[config.mk]
export PLATFORM = sky130hd
export DESIGN_NAME = instr_register_alu
export DESIGN_NICKNAME = d
export VERILOG_FILES = /design/src/rtl/instr_register_pkg.sv /design/src/rtl/instr_alu.sv /design/src/rtl/instr_register_alu.sv
export SDC_FILE = /design/constraint.sdc
export NUM_CORES = 2
export LEC_CHECK = 0
export ABC_CLOCK_PERIOD_IN_PS = 92600
export CORE_UTILIZATION = 69
export DETAILED_ROUTE_END_ITERATION = 16
export PLACE_DENSITY = 0.85
export SYNTH_ARGS = -nofsm -noshare
export SYNTH_HDL_FRONTEND = slang
export SYNTH_SLANG_ARGS = --single-unit
[constraint.sdc]
create_clock -name clk -period 92.6 [get_ports clk]
set_input_delay 18.52 -clock clk [delete_from_list [all_inputs] [get_ports clk]]
set_output_delay 18.52 -clock clk [all_outputs]
set_load 0.01 [all_outputs]
[src/rtl/instr_register_pkg.sv]
// instr_register_pkg
// Shared definitions for the instruction register / ALU slice.
// Holds the opcode encoding and its width. Nothing here depends on the operand
// width, because that width is a module parameter.
package instr_register_pkg;

    localparam int OPCODE_W = 3;

    typedef enum logic [OPCODE_W-1:0] {
        ZERO  = 3'd0,
        PASSA = 3'd1,
        PASSB = 3'd2,
        ADD   = 3'd3,
        SUB   = 3'd4,
        MULT  = 3'd5,
        DIV   = 3'd6,
        MOD   = 3'd7
    } opcode_t;

endpackage : instr_register_pkg

[src/rtl/instr_alu.sv]
// instr_alu
// Purely combinational signed ALU. The operands are sign-extended to
// 2*WIDTH, so every operation, including the full product, fits the result
// without truncation.
// Ports:
//   opcode  in  opcode_t       operation select
//   a       in  WIDTH          signed operand A
//   b       in  WIDTH          signed operand B
//   result  out 2*WIDTH        signed result
//   err     out 1              divide/modulo by zero
module instr_alu
    import instr_register_pkg::*;
#(
    parameter int WIDTH = 8
) (
    input  opcode_t              opcode,
    input  logic [WIDTH-1:0]     a,
    input  logic [WIDTH-1:0]     b,
    output logic [2*WIDTH-1:0]   result,
    output logic                 err
);

    logic signed [2*WIDTH-1:0] a_ext;
    logic signed [2*WIDTH-1:0] b_ext;
    logic                      b_is_zero;

    assign a_ext     = {{WIDTH{a[WIDTH-1]}}, a};
    assign b_ext     = {{WIDTH{b[WIDTH-1]}}, b};
    assign b_is_zero = (b == '0);

    // Signed '/' and '%' truncate toward zero, and the remainder takes the
    // sign of the dividend. A zero divisor gives result 0 and raises err.
    always_comb begin
        result = '0;
        err    = 1'b0;
        case (opcode)
            ZERO:  result = '0;
            PASSA: result = a_ext;
            PASSB: result = b_ext;
            ADD:   result = a_ext + b_ext;
            SUB:   result = a_ext - b_ext;
            MULT:  result = a_ext * b_ext;
            DIV: begin
                if (b_is_zero) err = 1'b1;
                else           result = a_ext / b_ext;
            end
            MOD: begin
                if (b_is_zero) err = 1'b1;
                else           result = a_ext % b_ext;
            end
            default: result = '0;
        endcase
    end

endmodule : instr_alu

[src/rtl/instr_register_alu.sv]
// instr_register_alu
// DEPTH-entry instruction register with a one-stage compute pipeline on the
// write path and a registered read port.
// A write is captured on one edge and committed on the next edge, together
// with its ALU result. A read on the commit edge of the same entry sees the
// new data, because the read port is write-first.
// Ports:
//   clk, reset                        clock, async active-high reset
//   load_en, write_pointer            write request and entry index
//   opcode, operand_a, operand_b      instruction to store and execute
//   read_en, read_pointer             read request and entry index
//   rd_valid                          read data valid, one cycle after read_en
//   rd_hit                            the entry read was valid
//   rd_opcode, rd_operand_a/b         stored instruction fields
//   rd_result, rd_err                 stored result and divide-by-zero flag
//   entry_count                       number of valid entries
module instr_register_alu
    import instr_register_pkg::*;
#(
    parameter  int WIDTH = 8,
    parameter  int DEPTH = 32,
    localparam int AW    = $clog2(DEPTH)
) (
    input  logic                 clk,
    input  logic                 reset,
    input  logic                 load_en,
    input  logic [AW-1:0]        write_pointer,
    input  opcode_t              opcode,
    input  logic [WIDTH-1:0]     operand_a,
    input  logic [WIDTH-1:0]     operand_b,
    input  logic                 read_en,
    input  logic [AW-1:0]        read_pointer,
    output logic                 rd_valid,
    output logic                 rd_hit,
    output opcode_t              rd_opcode,
    output logic [WIDTH-1:0]     rd_operand_a,
    output logic [WIDTH-1:0]     rd_operand_b,
    output logic [2*WIDTH-1:0]   rd_result,
    output logic                 rd_err,
    output logic [AW:0]          entry_count
);

    // Stage 1 pipeline registers
    logic                 s1_valid;
    logic [AW-1:0]        s1_ptr;
    opcode_t              s1_opcode;
    logic [WIDTH-1:0]     s1_a;
    logic [WIDTH-1:0]     s1_b;

    // Entry storage
    logic                 ent_valid  [DEPTH];
    opcode_t              ent_opcode [DEPTH];
    logic [WIDTH-1:0]     ent_a      [DEPTH];
    logic [WIDTH-1:0]     ent_b      [DEPTH];
    logic [2*WIDTH-1:0]   ent_result [DEPTH];
    logic                 ent_err    [DEPTH];

    // Stage 2 ALU output
    logic [2*WIDTH-1:0]   alu_result;
    logic                 alu_err;

    logic                 forward_hit;
    logic                 commit_new;

    instr_alu #(
        .WIDTH (WIDTH)
    ) u_alu (
        .opcode (s1_opcode),
        .a      (s1_a),
        .b      (s1_b),
        .result (alu_result),
        .err    (alu_err)
    );

    // A commit that lands on the entry being read this edge is returned
    // directly from stage 2.
    assign forward_hit = s1_valid && (s1_ptr == read_pointer);

    // The count grows only when a previously empty entry is filled. It
    // therefore cannot exceed DEPTH and needs no saturation logic.
    assign commit_new  = s1_valid && !ent_valid[s1_ptr];

    always_ff @(posedge clk or posedge reset) begin
        if (reset) begin
            s1_valid  <= 1'b0;
            s1_ptr    <= '0;
            s1_opcode <= ZERO;
            s1_a      <= '0;
            s1_b      <= '0;
        end else begin
            s1_valid <= load_en;
            if (load_en) begin
                s1_ptr    <= write_pointer;
                s1_opcode <= opcode;
                s1_a      <= operand_a;
                s1_b      <= operand_b;
            end
        end
    end

    always_ff @(posedge clk or posedge reset) begin
        if (reset) begin
            for (int i = 0; i < DEPTH; i++) begin
                ent_valid[i]  <= 1'b0;
                ent_opcode[i] <= ZERO;
                ent_a[i]      <= '0;
                ent_b[i]      <= '0;
                ent_result[i] <= '0;
                ent_err[i]    <= 1'b0;
            end
        end else if (s1_valid) begin
            ent_valid[s1_ptr]  <= 1'b1;
            ent_opcode[s1_ptr] <= s1_opcode;
            ent_a[s1_ptr]      <= s1_a;
            ent_b[s1_ptr]      <= s1_b;
            ent_result[s1_ptr] <= alu_result;
            ent_err[s1_ptr]    <= alu_err;
        end
    end

    always_ff @(posedge clk or posedge reset) begin
        if (reset) begin
            entry_count <= '0;
        end else if (commit_new) begin
            entry_count <= entry_count + (AW+1)'(1);
        end
    end

    // Registered read port. The rd_* fields hold their last value while
    // read_en is low, and only rd_valid drops.
    always_ff @(posedge clk or posedge reset) begin
        if (reset) begin
            rd_valid     <= 1'b0;
            rd_hit       <= 1'b0;
            rd_opcode    <= ZERO;
            rd_operand_a <= '0;
            rd_operand_b <= '0;
            rd_result    <= '0;
            rd_err       <= 1'b0;
        end else begin
            rd_valid <= read_en;
            if (read_en) begin
                if (forward_hit) begin
                    rd_hit       <= 1'b1;
                    rd_opcode    <= s1_opcode;
                    rd_operand_a <= s1_a;
                    rd_operand_b <= s1_b;
                    rd_result    <= alu_result;
                    rd_err       <= alu_err;
                end else begin
                    rd_hit       <= ent_valid[read_pointer];
                    rd_opcode    <= ent_opcode[read_pointer];
                    rd_operand_a <= ent_a[read_pointer];
                    rd_operand_b <= ent_b[read_pointer];
                    rd_result    <= ent_result[read_pointer];
                    rd_err       <= ent_err[read_pointer];
                end
            end
        end
    end

endmodule : instr_register_alu

==> run summary <==
The flow ran to the end, and the final reports show no timing, DRC or antenna violations. The via count of the first global-routing pass is 55300, and the number of storage elements in the synthesis netlist is 1253. The post-layout minimum cycle time is 34.39 ns, and the number of failing setup endpoints in the final timing report is 0. The tools report the root buffer cell as clkbuf_16. The tools report the count of final hold-check violations as 0. The total area inside the core boundary comes to 96600 um^2.

Buffers added to address setup during post-CTS repair amount to 0. The kind of cell with the highest combined delay on the critical path is compound AO/OA/AOI/OAI gates. Together, buffers and inverters on the worst path number 6.

Arithmetic-cell share of the synthesized area counting full adders, half adders and majority gates: 0.0522. The share of flip-flops with an asynchronous set or reset was 1.00; the routability congestion estimate was 0.987. For the worst setup path, the data arrival time is 34.99 ns. The slowest stage of the critical path belongs to the cell o32ai_2. The initialized floorplan defines 114 standard-cell rows.

In this run, the number of DRC markers left after iteration 0 of detailed routing was 7276. For the hold buffer count at cts, the log shows 0. STA classifies the critical path startpoint as a register.

After legalization and detailed placement, the total HPWL measured 121 mm. The logs give 0.179 for the worst slew margin relative to its limit and 0.76 ns for the clock latency on the worst-skew pair. The share of layout cells above drive strength 1 was 0.162; the worst setup timing slack at the placement stage was 59.06 ns. The xor and xnor fraction of the mapped netlist area came out at 0.0182. The most common cell in the synthesized netlist was nand2_1. Setup slack closes at 58.21 ns. The logs give 0 for the post-cts sizing count and 6 for the detailed-router iteration count before antenna repair. The maximum operating frequency came out at 29.1 MHz.

The floorplan step defined a die boundary enclosing 98700 um^2. The post-synthesis cell type with the largest combined area is dfrtp_1. 77 I/O pins were placed. For the number of distinct library cells after synthesis, the log shows 120. Sorting the synthesized cells by how often they occur yields nand2_1, dfrtp_1, o21ai_0, clkbuf_1, mux4_2. The share of synthesized area spent on multiplexers works out to 0.170. Wires add up to 208 mm.

In the routed layout, each cell is associated on average with a via count of 7.01. The synthesized instance count was 6412; the number of enable flip-flop cells after synthesis was 0. The actual transition at the worst max-transition pin was 1.23 ns; the largest driver fanout on the critical path was 33. For flop-to-flop paths, the worst setup slack is 58.21 ns. The H-tree generated during clock tree synthesis spans 3 levels. The die is 314 um wide.

The top cell type's share of synthesized area is 0.466, and the number of buffers created by CTS is 121. The post-route core utilization was 0.758; the clock-pin slew on the worst setup and hold paths was 0.07 ns. The clock drives 1253 sinks. Across the run, the number of max-cap violations was 0. Category of the worst setup path capture point: a register. Between clock sinks in the finished design, the worst skew comes to 0.0387 ns. Once detail routing completed, the nets flagged for antenna violations numbered 0. The first global-routing pass estimated 319 mm of wire. The Yosys warning count is 0, and the setup TNS is 0 ns. Data on the critical path is required at its endpoint by 93.20 ns. The number of I/O port buffers works out to 76. The mapped netlist covers 67200 um^2. The share of the cycle needed by the critical path after routing was 0.371; the complex-gate fraction of the synthesized area was 0.131. For the portion of the post-synthesis area used by sequential elements, the log shows 0.466. For this run, the leading register cell type out of synthesis is dfrtp_1. Post-synthesis average cell area: 10.5 um^2.

The post-synthesis share of cell area spent on and, or, nand and nor gates was 0.126. The number of antenna diodes in the final layout is 0. Initial core utilization: 0.696. For this run, the slowest stage of the critical path takes 0.99 ns. Compared with the post-synthesis result, the final layout area differs by 8.87%. The critical path start-end classification is register to register. For the initial antenna violation count, the log shows 1. After synthesis, the largest family of logic cells by area is multiplexers. Setup repair after global routing left no endpoint under its margin.

TritonCTS built the clock tree. The run gives 53600 as the count of vias placed by the detailed router. The cell that appears most often on the critical path is ha_1. From bottom edge to top edge, the die measures 314 um. The maximum clock insertion buffer count was 3. Type of the worst min-delay path: register to register. The global router's overall resource usage came out at 0.428. Fill cells in the final layout number 5763. The tools report the final global-route overflow total as 0.

Sorting the synthesized cells by area gives the leading types as dfrtp_1, mux4_2, nand2_1. Entering global routing, the biggest net connects 200 pins. Dividing the detail-routed wire length by the instance count gives 27.2 um. The remaining design rule violation count is 0. The net count of the finished layout is 6543. The max-slew violation count came out at 0.
## cell families (layout without fill, tap and decap cells)
group	Yosys count	after routing
buffers and inverters	624	536
adders and majority gates	246	246
DFF	1253	1253
AOI/OAI and AO/OA	1496	1496
muxes	636	636
and+or+nand+nor	2015	2015
xor gates and xnor gates	140	140
other	2	44
## sequential cells by signal, summed over array words and instances, names as in the netlist, 16 cells and up
register / flops
rd_result: 16
ent_opcode: 96
ent_err: 32
ent_result: 512
ent_valid: 32
ent_b: 256
ent_a: 256
## through the flow
stage | instance area (um^2) | std cells | hold slack (ns)
2_1_floorplan | 67400 | 6454 | 0.440
3_5_place_dp | 68900 | 7417 | 0.457
4_1_cts | 73200 | 7642 | 0.472
3_3_place_gp | 68900 | 7417 | 0.451
5_1_grt | 73200 | 7642 | 0.493
6_report | 73200 | 7642 | 0.471
## path summary, 6_finish.rpt
check,start,end,cells after the start
worst max-delay path,s1_b[0],ent_result[366],108
worst min-delay path,ent_a[78],ent_a[78],2
worst max register to register,s1_b[0],ent_result[366],108
worst min register to register,ent_a[78],ent_a[78],2
max in group asynchronous,reset,ent_b[177],5
min in group asynchronous,reset,ent_opcode[80],2
## worst reg2reg max path: cells and delay by family (launching register included)
kind	cells	cell delay, ns
flip-flops	1	0.57
AND/OR/NAND/NOR	43	12.07
adder cells (fa/ha/maj)	16	4.80
buffers and inverters	6	1.37
AO/OA/AOI/OAI	39	13.69
multiplexers	4	1.74
## placed cells by master, fill, tap and decap left out, drive strengths merged, types with 44 or more instances in the layout
master,synthesis,final
fa,58,58
xnor2,92,92
nand3,48,48
clkdlybuf4s50,0,69
nor2,194,194
buf,72,110
a21oi,125,125
o21ai,1007,1007
mux2,215,215
nand2b,56,56
ha,188,188
nand2,1486,1486
nor3,48,48
mux4,378,378
clkbuf,420,174
conb,2,44
inv,126,133
a21o,49,49
dfrtp,1253,1253
xor2,48,48
## layer usage
| layer | vias up | routed length [um] | GRT usage |
|---|---|---|---|
| met3 | 1031 | 25400 | 0.109 |
| met4 | 2 | 14900 | 0.263 |
| met5 | - | 13 | 0 |
| li1 | 22200 | - | - |
| met2 | 3740 | 94900 | 0.658 |
| met1 | 26500 | 72500 | 0.552 |
## cell type report
type                    instances  area [um^2]  area share
multi-input cells            4577        33900       0.463
flip-flops and latches       1253        31400       0.428
clock buffers                 174         3600      0.0492
well taps                    1276         1600      0.0218
repair buffers                179         1560      0.0212
clock inverters                51          737      0.0101
inverters                     132          503     0.00687
Power is not shown: default switching activity piles up to over one toggle a cycle in this logic, so the estimate is an artifact.
